<file path="config.mk">
export PLATFORM = sky130hd
export DESIGN_NAME = column_slice_renderer
export DESIGN_NICKNAME = d
export VERILOG_FILES = /design/src/rtl/raycast_pkg.sv /design/src/rtl/slice_row_shader.sv /design/src/rtl/column_slice_renderer.sv
export SDC_FILE = /design/constraint.sdc
export NUM_CORES = 1
export LEC_CHECK = 0
export ABC_AREA = 0
export BUFFER_PORTS_ARGS = -buffer_cell sky130_fd_sc_hd__buf_4
export CAP_MARGIN = 15
export CORE_MARGIN = 1
export CORE_UTILIZATION = 45
export DETAILED_ROUTE_END_ITERATION = 8
export PLACE_DENSITY_LB_ADDON = 0.2
export SLEW_MARGIN = 0
export SYNTH_ARGS = -nofsm -noshare
export SYNTH_HDL_FRONTEND = slang
export SYNTH_HIERARCHICAL = 1
export SYNTH_SLANG_ARGS = --single-unit
</file>
<file path="constraint.sdc">
create_clock -name clock -period 3.6 [get_ports clock]
set_clock_uncertainty 0.05 [all_clocks]
set_input_delay 0 -clock clock [delete_from_list [all_inputs] [get_ports clock]]
set_output_delay 0 -clock clock [all_outputs]
set_load 0.05 [all_outputs]
</file>
<file path="src/rtl/raycast_pkg.sv">
// Shared raycaster constants: screen geometry, slice colours and the
// column renderer state encoding.
package raycast_pkg;

  localparam int SCREEN_W     = 160;
  localparam int SCREEN_H     = 120;
  localparam int CALC_TIMEOUT = 255;

  localparam logic [2:0] CEIL_COLOUR  = 3'b001;
  localparam logic [2:0] WALL_COLOUR  = 3'b111;
  localparam logic [2:0] FLOOR_COLOUR = 3'b010;

  typedef enum logic [2:0] {
    S_IDLE      = 3'd0,
    S_REQ       = 3'd1,
    S_WAIT_CALC = 3'd2,
    S_LATCH     = 3'd3,
    S_DRAW      = 3'd4,
    S_NEXT_COL  = 3'd5,
    S_DONE      = 3'd6
  } state_t;

  // Projected heights above the screen are drawn as a full-height wall.
  function automatic logic [6:0] clamp_height(input logic [6:0] size);
    return (size > 7'(SCREEN_H)) ? 7'(SCREEN_H) : size;
  endfunction

endpackage

</file>
<file path="src/rtl/slice_row_shader.sv">
// Combinational row shader: maps a row to ceiling, wall or floor colour
// given the wall span [top, bottom).
module slice_row_shader
  import raycast_pkg::*;
(
  input  logic [6:0] i_y,
  input  logic [6:0] i_top,
  input  logic [6:0] i_bottom,
  output logic [2:0] o_colour
);

  always_comb begin
    o_colour = FLOOR_COLOUR;
    if (i_y < i_top) begin
      o_colour = CEIL_COLOUR;
    end else if (i_y < i_bottom) begin
      o_colour = WALL_COLOUR;
    end
  end

endmodule

</file>
<file path="src/rtl/column_slice_renderer.sv">
// Frame renderer: requests one slice height per column from the height
// calculator and plots a ceiling/wall/floor column into the VGA adapter.
// Optional build macro CALC_TIMEOUT_EN adds a WAIT_CALC watchdog and the
// sticky timeout_seen output.
module column_slice_renderer
  import raycast_pkg::*;
(
  input  logic       clock,
  input  logic       resetn,
  input  logic       start_frame,
  output logic       begin_calc,
  output logic [7:0] column_count,
  input  logic       end_calc,
  input  logic [6:0] slice_size,
  output logic [7:0] x,
  output logic [6:0] y,
  output logic [2:0] colour,
  output logic       plot,
  output logic       busy,
  output logic       frame_done,
`ifdef CALC_TIMEOUT_EN
  output logic       timeout_seen,
`endif
  output logic [2:0] dbg_state
);

  // Handshake with the height calculator: begin_calc is a single-cycle
  // request carrying column_count; end_calc is only looked at in WAIT_CALC,
  // and slice_size is taken one cycle later, in LATCH.
  state_t     r_state;
  logic [7:0] r_col;
  logic [6:0] r_top;
  logic [6:0] r_bottom;
  logic [7:0] r_x;
  logic [6:0] r_y;
  logic [2:0] r_colour;
  logic       r_plot;
  logic       r_begin_calc;
  logic       r_busy;
  logic       r_frame_done;

`ifdef CALC_TIMEOUT_EN
  logic [7:0] r_wd;
  logic       r_force_zero;
  logic       r_timeout_seen;
`endif

  logic [6:0] w_h;
  logic [6:0] w_top;
  logic [6:0] w_bottom;
  logic [6:0] w_shade_y;
  logic [6:0] w_shade_top;
  logic [6:0] w_shade_bottom;
  logic [2:0] w_colour;

`ifdef CALC_TIMEOUT_EN
  assign w_h = r_force_zero ? 7'd0 : clamp_height(slice_size);
`else
  assign w_h = clamp_height(slice_size);
`endif

  assign w_top    = (7'(SCREEN_H) - w_h) >> 1;
  assign w_bottom = w_top + w_h;

  // The shader looks one row ahead so colour is registered alongside y;
  // in LATCH the span registers are not loaded yet, so use the fresh values.
  assign w_shade_y      = (r_state == S_DRAW)  ? (r_y + 7'd1) : 7'd0;
  assign w_shade_top    = (r_state == S_LATCH) ? w_top        : r_top;
  assign w_shade_bottom = (r_state == S_LATCH) ? w_bottom     : r_bottom;

  slice_row_shader u_shader (
    .i_y      (w_shade_y),
    .i_top    (w_shade_top),
    .i_bottom (w_shade_bottom),
    .o_colour (w_colour)
  );

  always_ff @(posedge clock) begin
    if (!resetn) begin
      r_state        <= S_IDLE;
      r_col          <= 8'd0;
      r_top          <= 7'd0;
      r_bottom       <= 7'd0;
      r_x            <= 8'd0;
      r_y            <= 7'd0;
      r_colour       <= 3'd0;
      r_plot         <= 1'b0;
      r_begin_calc   <= 1'b0;
      r_busy         <= 1'b0;
      r_frame_done   <= 1'b0;
`ifdef CALC_TIMEOUT_EN
      r_wd           <= 8'd0;
      r_force_zero   <= 1'b0;
      r_timeout_seen <= 1'b0;
`endif
    end else begin
      case (r_state)
        S_IDLE: begin
          if (start_frame) begin
            r_state      <= S_REQ;
            r_col        <= 8'd0;
            r_begin_calc <= 1'b1;
            r_busy       <= 1'b1;
`ifdef CALC_TIMEOUT_EN
            r_timeout_seen <= 1'b0;
`endif
          end
        end

        S_REQ: begin
          r_begin_calc <= 1'b0;
          r_state      <= S_WAIT_CALC;
`ifdef CALC_TIMEOUT_EN
          r_wd         <= 8'd0;
          r_force_zero <= 1'b0;
`endif
        end

        S_WAIT_CALC: begin
          if (end_calc) begin
            r_state <= S_LATCH;
          end
`ifdef CALC_TIMEOUT_EN
          else if (r_wd == 8'(CALC_TIMEOUT - 1)) begin
            r_state        <= S_LATCH;
            r_force_zero   <= 1'b1;
            r_timeout_seen <= 1'b1;
          end else begin
            r_wd <= r_wd + 8'd1;
          end
`endif
        end

        S_LATCH: begin
          r_top    <= w_top;
          r_bottom <= w_bottom;
          r_x      <= r_col;
          r_y      <= 7'd0;
          r_colour <= w_colour;
          r_plot   <= 1'b1;
          r_state  <= S_DRAW;
        end

        S_DRAW: begin
          if (r_y == 7'(SCREEN_H - 1)) begin
            r_plot   <= 1'b0;
            r_y      <= 7'd0;
            r_colour <= 3'd0;
            r_state  <= S_NEXT_COL;
          end else begin
            r_y      <= r_y + 7'd1;
            r_colour <= w_colour;
          end
        end

        S_NEXT_COL: begin
          if (r_col == 8'(SCREEN_W - 1)) begin
            r_frame_done <= 1'b1;
            r_state      <= S_DONE;
          end else begin
            r_col        <= r_col + 8'd1;
            r_begin_calc <= 1'b1;
            r_state      <= S_REQ;
          end
        end

        S_DONE: begin
          r_frame_done <= 1'b0;
          r_busy       <= 1'b0;
          r_state      <= S_IDLE;
        end

        default: begin
          r_state <= S_IDLE;
        end
      endcase
    end
  end

  assign begin_calc   = r_begin_calc;
  assign column_count = r_col;
  assign x            = r_x;
  assign y            = r_y;
  assign colour       = r_colour;
  assign plot         = r_plot;
  assign busy         = r_busy;
  assign frame_done   = r_frame_done;
  assign dbg_state    = r_state;
`ifdef CALC_TIMEOUT_EN
  assign timeout_seen = r_timeout_seen;
`endif

endmodule

</file>
After elaboration in Yosys (flattened, before gate mapping)

Cells that the tools add are included.
W data, S select, Z words.

Add/subtract/negate cells: 4
Order comparisons: 3
Eq/ne operators: 13
Muxes and demuxes: 26
Reductions and logical operators: 12

Operators by type and width:

| operator              | number |
|---|---|
| $mux W7               | 5 |
| $mux W3               | 7 |
| $pmux W3 S6           | 1 |
| $mux W8               | 2 |
| $pmux W8 S2           | 1 |
| $lt A7 B7 Y1          | 2 |
| $pmux W7 S2           | 1 |
| $eq A3 B3 Y1 const B  | 3 |
| $reduce_and A3 Y1     | 3 |
| $add A8 B1 Y8 const B | 1 |
| $eq A8 B8 Y1 const B  | 1 |
| $ne A2 B2 Y1 const B  | 4 |
| $reduce_bool A2 Y1    | 4 |
| $add A6 B7 Y7         | 1 |
| $add A7 B1 Y7 const B | 1 |
| $eq A7 B7 Y1 const B  | 1 |
| $gt A7 B7 Y1 const B  | 1 |
| $sub A7 B7 Y7 const A | 1 |
| $eq A3 B2 Y1 const B  | 2 |
| $pmux W1 S2           | 3 |
| $pmux W3 S2           | 1 |
| $reduce_and A2 Y1     | 3 |
| $mux W1               | 4 |
| $eq A3 B1 Y1 const B  | 1 |
| other kinds (4)       | 4 |

Flip-flop bits (word level): 47
Logic and storage cells: 69

Depth between registers and ports, before layout

Gate-level depths: netlist (run 1).

Depth in word-level cells: 10
Mapped depth: 21

Cells and area by module

Netlist (run 1), hierarchy kept.

Modules (own cells, without submodules):

| module                | times used | cells each | area each (um^2) |
|---|---|---|---|
| column_slice_renderer | 1          | 319        | 2,597.5 |
| slice_row_shader      | 1          | 42         | 322.8 |

Worst setup path before layout (run 1)

No wires, ideal clock.

Kind: in2reg
Start point: input port slice_size[4]
End point: register r_colour[0] (netlist: colour[0])
Setup time: 0.126 ns
Arrival time: 3.224 ns
Data required time: 3.424 ns
Slack: 0.200 ns
Stages on the path: 20
Path buffers: 1
Path through: buf_2 > nand4_1 > nand2_1 > ha_1 > a21boi_0 > o21ai_0 > ha_1 > and2_1 > nor3b_1 > o211a_1 > o21ai_0 > nand3_1 > inv_1 > ha_1 > and2_1 > o2111ai_1 > o21ai_1 > or3b_1 > mux2i_1 > nor2_1

Cells in the longest elaborated chain, start to end: 10
Elaborated cells on any way between the ends: 12
Classes of those cells: add/sub (2); order compare (3); mux (7)

RTL lines:

| what                  | line                         | text |
|---|---|---|
| start, declared       | column_slice_renderer.sv:14  | `input logic [6:0] slice_size,` |
| $gt A7 B7 Y1          | raycast_pkg.sv:25            | `return (size > 7'(SCREEN_H)) ? 7'(SCREEN_H) : size;` |
| $mux W7 (*)           | raycast_pkg.sv:25            |  |
| $sub A7 B7 Y7         | column_slice_renderer.sv:62  | `assign w_top = (7'(SCREEN_H) - w_h) >> 1;` |
| $add A6 B7 Y7 (*)     | column_slice_renderer.sv:63  | `assign w_bottom = w_top + w_h;` |
| $mux W7 (*)           | --                           |  |
| net w_shade_bottom[6] | column_slice_renderer.sv:53  | `logic [6:0] w_shade_bottom;` |
| $lt A7 B7 Y1 (*)      | slice_row_shader.sv:16       | `end else if (i_y < i_bottom) begin` |
| $mux W3 (*)           | slice_row_shader.sv:16       |  |
| $mux W3 (*)           | slice_row_shader.sv:14       | `if (i_y < i_top) begin` |
| net w_colour[0]       | column_slice_renderer.sv:54  | `logic [2:0] w_colour;` |
| $mux W3               | column_slice_renderer.sv:145 | `if (r_y == 7'(SCREEN_H - 1)) begin` |
| $pmux W3 S2 (*)       | column_slice_renderer.sv:97  | `case (r_state)` |
| end signal, assigned  | column_slice_renderer.sv:139 | `r_colour <= w_colour;` |
| end signal, assigned  | column_slice_renderer.sv:152 | `r_colour <= w_colour;` |
| end, declared         | column_slice_renderer.sv:36  | `logic [2:0] r_colour;` |

The timed path passes the listed nets; every way through them passes the cells marked *.
A chain may end at the register's enable or synchronous reset.

Worst setup path after layout (run 1)

Same ends and word-level chain as after synthesis.

==> results of run 1 <==
-- registers in the layout, summed over array words and instances, names as in the netlist --
| name | cells |
|---|---|
| r_bottom | 7 |
| r_top | 7 |
| colour | 3 |
| busy | 1 |
| x | 8 |
| frame_done | 1 |
| dbg_state | 3 |
| column_count | 8 |
| begin_calc | 1 |
| plot | 1 |
| y | 7 |
-- cell type report --
| cell class | count | share of cell area |
|---|---|---|
| Clock buffer | 5 | 0.0199 |
| Clock inverter | 3 | 0.00653 |
| Inverter | 19 | 0.0207 |
| Multi-Input combinational cell | 276 | 0.530 |
| Sequential cell | 47 | 0.273 |
| Tap cell | 75 | 0.0272 |
| Timing Repair Buffer | 56 | 0.123 |
-- cell usage after synthesis, types with 5 or more instances --
library cell  count
nand2b_1          6
nand4_1           5
ha_1             19
nor3_1            6
nor2b_1           5
nand2_1          37
and2_1           15
or3_1             7
a21oi_1          22
nand3_1          12
nor2_1           37
clkbuf_1          8
dfxtp_1          47
inv_1            18
buf_2             8
xnor2_1          12
o21ai_0          21
-- cell usage in the layout (no fill, tap or decap), types with 5 or more instances in the layout --
master and count:
nand2b_1 6, clkbuf_8 5, nor3_1 6, buf_4 55, or3_1 7, nand2_1 37, dfxtp_1 47, inv_1 18
nand3_1 12, xnor2_1 12, a21oi_1 22, ha_1 18, o21ai_0 21, nor2_1 37, nor2b_1 5, and2_1 15
nand4_1 5
-- stage by stage --
stage | area [um2] | setup TNS [ps] | cells | utilization | hold WS [ps]
6_report | 3450 | 0 | 481 | 0.566 | 65.0
5_1_grt | 3450 | 0 | 481 | 0.566 | 68.6
4_1_cts | 3440 | 0 | 481 | 0.565 | 55.9
3_5_place_dp | 3340 | -43.7 | 472 | 0.548 | 309
3_3_place_gp | 3340 | 0 | 472 | 0.548 | 300
2_1_floorplan | 2920 | 0 | 361 | - | 80.9
-- cell families (layout without fill, tap and decap cells) --
family                   after synthesis  in the layout  synth area share
flip-flops                            47             47             0.322
XOR/XNOR                              15             15            0.0450
adder cells (fa/ha/maj)               19             19            0.0814
buffers and inverters                 38             83            0.0536
AO/OA/AOI/OAI                         85             85             0.206
AND/OR/NAND/NOR                      150            150             0.265
multiplexers                           7              7            0.0270
-- final timing paths --
kind / startpoint / to / slack (ps) / cells after the start
hold reg to reg: x[7]$_SDFFE_PN0P_ / x[7]$_SDFFE_PN0P_ / 410 / 2
setup reg to reg: dbg_state[2]$_SDFFE_PN0P_ / colour[0]$_SDFFE_PN0P_ / 570 / 13
hold / removal: end_calc / dbg_state[0]$_SDFFE_PN0P_ / 70 / 5
setup / recovery: slice_size[4] / colour[0]$_SDFFE_PN0P_ / 330 / 21
-- repair_timing --
item | in CTS | in global routing
resized for setup | 0 | 2
buffers inserted | 0 | 0
setup endpoints to repair | 0 | 2
endpoints found under the hold margin | 11 | 0
hold buffers | 1 | 0
-- routing by layer --
metal	part of all wire	GRT usage
met1	0.46	0.295
met3	0.044	0.0374
met5	0	0
met2	0.48	0.373
met4	0.016	0.0724
-- worst reg2reg max path, cell delays in order (launching register included) --
cell	delay [ps]
dfxtp_1	460
nand3b_1	470
a211oi_1	370
o21ai_0	130
nor3_1	200
nor2_1	80
inv_1	60
ha_1	120
and2_1	140
o2111ai_1	120
o21ai_1	160
or3b_1	370
mux2i_1	130
nor2_1	50
-- power by group --
group	total (mW)	leakage [nW]	switching (mW)	internal [mW]
combinational	0.494	0.978	0.310	0.184
sequential	0.577	0.380	0.0227	0.554
clock	0.329	0.0485	0.189	0.139
==> flow_metrics.tcl, run 1 <==
set metrics [dict create \
    cpPeakStageDelay_ps 370 \
    viasPerCell 5.49 \
    yosys.cell_types.count 64 \
    cp_top_family "simple AND/OR/NAND/NOR gates" \
    yosysWarnings 6 \
    die_h_um 82.6 \
    timing.critical_path.to_type "register" \
    dieArea_um2 6820 \
    setup_violations 0 \
    finalHoldViolCount 0 \
    start_util 0.479 \
    ios 44 \
    finalNetCount 435 \
    fmax_ghz 0.305 \
    cts-root-buf "clkbuf_8" \
    drv_slew 0 \
    regArea_um2 941 \
    synth-main-ff-cell "dfxtp_1" \
    antenna_found_initial 0 \
    grt_pass1_wl_um 11800 \
    rows 28 \
    cts.sinks 47 \
    vias 2639 \
    rsz0062_at_grt "false" \
    nFillCells 603 \
    drive_above_1_share 0.209 \
    core_area_um2 6100 \
    maxCapViolCount 0 \
    worstSkewPairLatency_ps 300 \
    relSlewSlack 0.443 \
    synth_seq_cells 47 \
    synth.area.top_cells "dfxtp_1 32%, ha_1 8.1%, nand2_1 4.8%" \
    postSynthAreaPerCell_um2 8.09 \
    numPortBuffers 43 \
    synth_largest_area_cell "dfxtp_1" \
    critPathArrivalTime_ps 3410 \
    first_pass_iters 4 \
    fin_crit_ps 3270 \
    drtAntennaViolNets 0 \
    fin_crit_sh 0.909 \
    synth_area_um2 2920 \
    cts_max_level 2 \
    tightestPinTransition_ps 829 \
    synth_nets 391 \
    cts_tree "done" \
    synth_edf_count 0 \
    crit_type "in -> reg" \
    cts_buffers 5 \
    cp_slowest_cell "or3b_1" \
    yosysTopAreaCellShare 0.322 \
    hpwl_um 5180 \
    clock_path_buffers 2 \
    hp-class "in -> reg" \
    clkTransAtPathRegs_ps 90 \
    place_ws_ps -43.7 \
    multi_input_area_um2 1830 \
    crit_path_start_kind "input port" \
    wl_per_cell_um 14.3 \
    path_cells "buf_4 -> nand4_1 -> nand2_1 -> ha_2 -> nand2b_1 -> a21o_1 -> o21ai_0 -> ha_1 -> and2_1 -> and4_1 -> o211ai_2 -> a21oi_1 -> nor2_1 -> inv_1 -> ha_1 -> and2_1 -> o2111ai_1 -> o21ai_1 -> or3b_1 -> mux2i_1 -> nor2_1" \
    cp.required_ps 3730 \
    synth_cells 361 \
    layout_setup_ws_ps 326 \
    grt_remaining_overflow 0 \
    p_leak_nw 1.41 \
    total_power_mw 1.40 \
    drt-initial-drc-count 106 \
    grt_pass1_vias 2544 \
    p_per_area_nw_per_um2 405 \
    outcome "completed" \
    diodes 0 \
    die_w_um 82.6 \
    grt.total_usage 0.224 \
    seq_area_frac_synth 0.322 \
    drc 0 \
    async_flop_share 0 \
    grt_start_max_net_pins 28 \
    worst-path-buf-inv 2 \
    path_max_fanout 6 \
    wl_um 6870 \
    vdd_drop_max_uv 257 \
    gp_congestion 0.894 \
    area_growth_pct 18.2 \
]
Note: power is estimated with default switching activity, not from simulation.
==> inputs of run 2 (changes only) <==
Settings changed: ABC_AREA 0 to 1, CAP_MARGIN 15 to 20.
==> run 2 against run 1 <==
Compared with the run above: synthesized cell count rose by 14%; die area shrank 2.9%; via count fell by 0.27%; critical path depth grew 6; clock power about the same; largest power group is now combinational cells; count of clock-buffer cells in the layout up 1; register-to-register slack improved by 270 ps; critical path type unchanged; routed wire length is 11% lower.
==> flow_metrics.tcl, run 2 <==
set metrics [dict create \
    yosysWarnings 6 \
    synthTopCellsByCount "79 x nand2_1, 59 x inv_1, 47 x dfxtp_1, 47 x nor2_1, 31 x a21oi_1" \
    wl_um 6150 \
    drt-initial-drc-count 131 \
    wl_per_cell_um 11.6 \
    crit_type "in -> reg" \
    timing.critical_path.to_type "register" \
    synth.area.top_cells "dfxtp_1 33%, nand2_1 10%, ha_1 8.4%" \
    ios 44 \
    grt_start_max_net_pins 29 \
    grt_pass1_wl_um 10100 \
    holdBufCountCts 2 \
    cts_tree "done" \
    layout.cells.most_common "nand2_1" \
    synth_cells 411 \
    synth_top_family_by_area "simple AND/OR/NAND/NOR gates" \
    setup_violations 0 \
    cts-root-buf "clkbuf_8" \
    synthXorXnorAreaFrac 0.0216 \
    rows 28 \
    cts.sinks 47 \
    clkTransAtPathRegs_ps 90 \
    synth_edf_count 0 \
    critPathArrivalTime_ps 3270 \
    post-synth-top-count-cell "nand2_1" \
    mostFrequentLayoutCells "79 x nand2_1, 59 x inv_1, 47 x dfxtp_1" \
    fin_crit_ps 3090 \
    diodes 0 \
    finalHoldViolCount 0 \
    crit_path_start_kind "input port" \
    path_max_fanout 6 \
    maxCapViolCount 0 \
    cts_max_level 2 \
    synth_fa_ha_area_frac 0.0839 \
    outcome "completed" \
    gp_congestion 0.943 \
    synth_compound_area_frac 0.119 \
    grt_pass1_vias 2383 \
    first_pass_iters 4 \
    dieArea_um2 6620 \
    area_growth_pct 17.5 \
    grt.total_usage 0.198 \
    worstSkewPairLatency_ps 300 \
    cts_setup_buffers 0 \
    cts_buffers 5 \
    multi_input_area_um2 1590 \
    hp-class "in -> reg" \
    fin_crit_sh 0.859 \
    design_area_um2 3330 \
    regArea_um2 941 \
    seq_area_frac_synth 0.332 \
    synthMuxAreaShare 0 \
    synth-main-ff-cell "dfxtp_1" \
    drc 0 \
    placedInstanceArea_um2 3220 \
    fmax_ghz 0.323 \
    synth_largest_area_cell "dfxtp_1" \
    tightestPinTransition_ps 509 \
    p_leak_nw 1.69 \
    core_area_um2 5990 \
    postSynthAreaPerCell_um2 6.89 \
    p_per_area_nw_per_um2 489 \
    yosys.cell_types.count 36 \
    numPortBuffers 43 \
    drv_slew 0 \
    viasPerCell 4.97 \
    drive_above_1_share 0.211 \
    clock_path_buffers 2 \
    nFillCells 617 \
    cp.required_ps 3780 \
    final_cells 530 \
    cts_resized 0 \
    async_flop_share 0 \
    die_h_um 81.3 \
    synth_area_um2 2830 \
    relSlewSlack 0.660 \
    drtAntennaViolNets 0 \
    yosysTopAreaCellShare 0.332 \
    rsz0062_at_grt "false" \
    die_w_um 81.3 \
    dpl.cell_count 520 \
    synth_simple_gate_area_frac 0.337 \
    antenna_found_initial 0 \
    utilization 0.556 \
    vdd_drop_max_uv 326 \
    finalNetCount 484 \
    grt_remaining_overflow 0 \
    synth_nets 441 \
    hpwl_um 4750 \
    synth_seq_cells 47 \
    fin_setup_tns_ps 0 \
    vias 2632 \
    r2r_slack_ps 840 \
    start_util 0.473 \
]
-- run 2: changes by cell type after synthesis, moves of 10 or more --
| cell | change |
|---|---|
| and2_1 | -15 |
| nand2_1 | +42 |
| xnor2_1 | -10 |
| nor2_1 | +10 |
| inv_1 | +41 |
-- run 2: final timing paths --
| check | startpoint | end | cells past startpoint |
|---|---|---|---|
| max | slice_size[2] | colour[2]$_SDFFE_PN0P_ | 27 |
| min | slice_size[2] | r_bottom[1]$_SDFF_PN0_ | 3 |
| min reg2reg | r_top[6]$_SDFF_PN0_ | r_top[6]$_SDFF_PN0_ | 2 |
| max reg2reg | dbg_state[1]$_SDFFE_PN0P_ | colour[0]$_SDFFE_PN0P_ | 16 |
-- run 2: power by group --
| part | total, mW | leakage, nW | internal (mW) | switching (mW) |
|---|---|---|---|---|
| sequential | 0.621 | 0.380 | 0.579 | 0.0413 |
| combinational | 0.681 | 1.26 | 0.225 | 0.456 |
| clock | 0.327 | 0.0418 | 0.140 | 0.187 |
| total | 1.63 | 1.69 | 0.944 | 0.684 |
-- run 2: through the flow --
stage	hold slack [ps]	setup WS, ps	power [mW]
global placement	275	245	1.30
global route	18.0	193	1.74
detailed placement	278	206	1.31
CTS	22.7	515	1.64
finish	33.9	508	1.63
floorplan	117	628	1.15
-- run 2: logic make-up after synthesis --
logic type,after synthesis
fa+ha+maj,19
compound gates,61
xor+xnor,7
flops,47
buf+inv,79
simple gates,198
-- run 2: area by class of cell --
cell class,instances,share of cell area
Multi-Input combinational cell,285,0.478
Sequential cell,47,0.283
Timing Repair Buffer,47,0.108
Inverter,68,0.0767
Tap cell,75,0.0282
Clock buffer,6,0.0218
Clock inverter,2,0.00489
-- run 2: metal layers --
layer  wire length (um)  vias up  track usage
met5                  0        -            0
met4                109        0       0.0839
met3                205       13       0.0382
met2               2880       48        0.330
met1               2950     1178        0.247
li1                   -     1393            -
-- run 2: worst max-delay path: stages --
cell and delay (ps):
buf_4 140, nor2_2 140, nand2_2 100, nand2_4 120, nand2_4 80, ha_1 240
nand2_4 120, nand2_1 70, xor2_1 150, ha_1 340, nand2_1 90, o41ai_1 390
inv_1 110, nand2_1 80, nand2_1 60, nand3_2 60, nand2_2 50, inv_1 50
inv_1 30, ha_1 260, nand2_1 90, a21oi_1 50, nor2_1 80, nand2_1 70
nor2_1 100, nor2_1 50, nor3_1 150
==> inputs of run 3 (changes only) <==
Settings changed: CORE_UTILIZATION 45 to 35.
==> run 3 against run 2 <==
Compared with the run above: sequential share of layout area decreased by 0.23 points; flip-flop and latch count unchanged; critical endpoint unchanged; non-clock buffer count decreased by 1; largest power group unchanged; total power decreased by 0.40%; highest routed layer unchanged.
==> flow_metrics.tcl, run 3 (synthesis gave the netlist of run 2 again) <==
set metrics [dict create \
    outcome "completed" \
    cts-root-buf "clkbuf_8" \
    regArea_um2 941 \
    total_power_mw 1.62 \
    vdd_drop_max_uv 252 \
    power_frac_clock 0.202 \
    p_int_mw 0.942 \
    fin_crit_sh 0.863 \
    timing.critical_path.to_type "register" \
    p_comb_frac 0.416 \
    switching_share 0.419 \
    grt.total_usage 0.159 \
    cts_max_level 2 \
    nFillCells 820 \
    tightestPinTransition_ps 506 \
    grt_start_max_net_pins 34 \
    hp-class "in -> reg" \
    multi_input_area_um2 1590 \
    crit_path_start_kind "input port" \
    core_area_um2 7770 \
    worstReg2RegStart "dbg_state[1]$_SDFFE_PN0P_" \
    grt_pass1_wl_um 10800 \
    numPortBuffers 43 \
    diodes 0 \
    grt_remaining_overflow 0 \
    cts_tree "done" \
    viasPerCell 4.61 \
    start_util 0.365 \
    critPathArrivalTime_ps 3290 \
    antenna_found_initial 0 \
    finalHoldViolCount 0 \
    fin_setup_tns_ps 0 \
    maxCapViolCount 0 \
    finalNetCount 483 \
    clkTransAtPathRegs_ps 90 \
    grt_pass1_vias 2459 \
    rsz0062_at_grt "false" \
    final_cells 556 \
    die_w_um 92.0 \
    drt-initial-drc-count 104 \
    wl_um 6250 \
    clock_path_buffers 2 \
    setup_violations 0 \
    drive_above_1_share 0.209 \
    rows 32 \
    ios 44 \
    area_growth_pct 18.5 \
    fmax_ghz 0.322 \
    drtAntennaViolNets 0 \
    die_h_um 92.0 \
    cts_setup_buffers 0 \
    vias 2564 \
    p_per_area_nw_per_um2 483 \
    critPathLaunch "slice_size[1]" \
    fin_crit_ps 3110 \
    relSlewSlack 0.662 \
    mostFrequentLayoutCells "79 x nand2_1, 59 x inv_1, 47 x dfxtp_1" \
    layout.cells.most_common "nand2_1" \
    dieArea_um2 8460 \
    p_leak_nw 1.68 \
    drv_slew 0 \
    min_from "slice_size[2]" \
    wl_per_cell_um 11.2 \
    drc 0 \
    crit_type "in -> reg" \
    p_switching_mw 0.680 \
    first_pass_iters 4 \
    cp.required_ps 3780 \
    gp_congestion 0.804 \
    cts_buffers 5 \
    path_max_fanout 6 \
    hpwl_um 4730 \
    cts.sinks 47 \
    p_seq_frac 0.382 \
    worstSkewPairLatency_ps 310 \
    dpl.cell_count 546 \
]
## run 3: cell count changes in the layout (fill, tap and decap cells not counted), sizes merged
cell	previous run	this run
clkinvlp	1	0
clkinv	0	2
buf	45	44
inv	69	68
## run 3: cell type report
cell class / instances / share of cell area
timing repair buffer: 46 / 0.104
multi-input combinational: 285 / 0.474
clock inverter: 2 / 0.00522
inverter: 68 / 0.0761
sequential: 47 / 0.280
clock buffer: 6 / 0.0216
tap: 102 / 0.0380
## run 3: path summary, 6_finish.rpt
path              slack [ps]  cells past startpoint                     end
hold / removal            10                      3  r_bottom[1]$_SDFF_PN0_
hold reg to reg          400                      2     r_top[6]$_SDFF_PN0_
setup reg to reg         940                     15  colour[2]$_SDFFE_PN0P_
setup / recovery         490                     27  colour[2]$_SDFFE_PN0P_
## run 3: timing repair
| action | 4_1_cts | 5_1_grt |
|---|---|---|
| endpoints found under the setup margin | 0 | 0 |
| hold buffers | 2 | 0 |
| hold endpoints to repair | 11 | 0 |
| resized for setup | 0 | 0 |
## run 3: metrics by stage
stage,util,setup slack [ps],cell area (um2),hold WS [ps]
after CTS,0.432,520,3360,9.46
after global routing,0.432,159,3360,17.4
after detailed placement,0.418,199,3250,292
after floorplan,-,628,2830,117
after global placement,0.418,228,3250,291
final,0.432,495,3360,11.7
## run 3: worst max-delay path, stage by stage
cell	delay (ps)
buf_4	130
nor2_2	180
nand2_2	110
nand2_4	130
nand2_4	80
ha_1	240
nand2_4	120
nand2_1	70
xor2_1	160
ha_1	340
nand2_1	90
o41ai_1	370
inv_1	100
nand2_1	80
nand2_1	60
nand3_2	60
nand2_2	60
inv_1	50
inv_1	30
ha_1	260
nand2_1	80
a21oi_1	40
nor2_1	80
nand2_1	70
nor2_1	110
nor2_1	50
nor3_1	150
## run 3: power groups by stage
stage | combinational (mW) | sequential, mW | clock (mW)
after floorplan | 0.371 | 0.775 | 0
after global placement | 0.675 | 0.632 | 0
after detailed placement | 0.677 | 0.633 | 0
after CTS | 0.682 | 0.621 | 0.346
after global routing | 0.758 | 0.629 | 0.363
final | 0.675 | 0.620 | 0.327
## run 3: layer usage
layer | global-route usage | share of wire | vias to the layer above
met2 | 0.274 | 0.47 | 40
met4 | 0.0391 | 0.0061 | 0
met5 | 0 | 0 | -
li1 | - | - | 1391
met1 | 0.196 | 0.47 | 1131
met3 | 0.0406 | 0.047 | 2
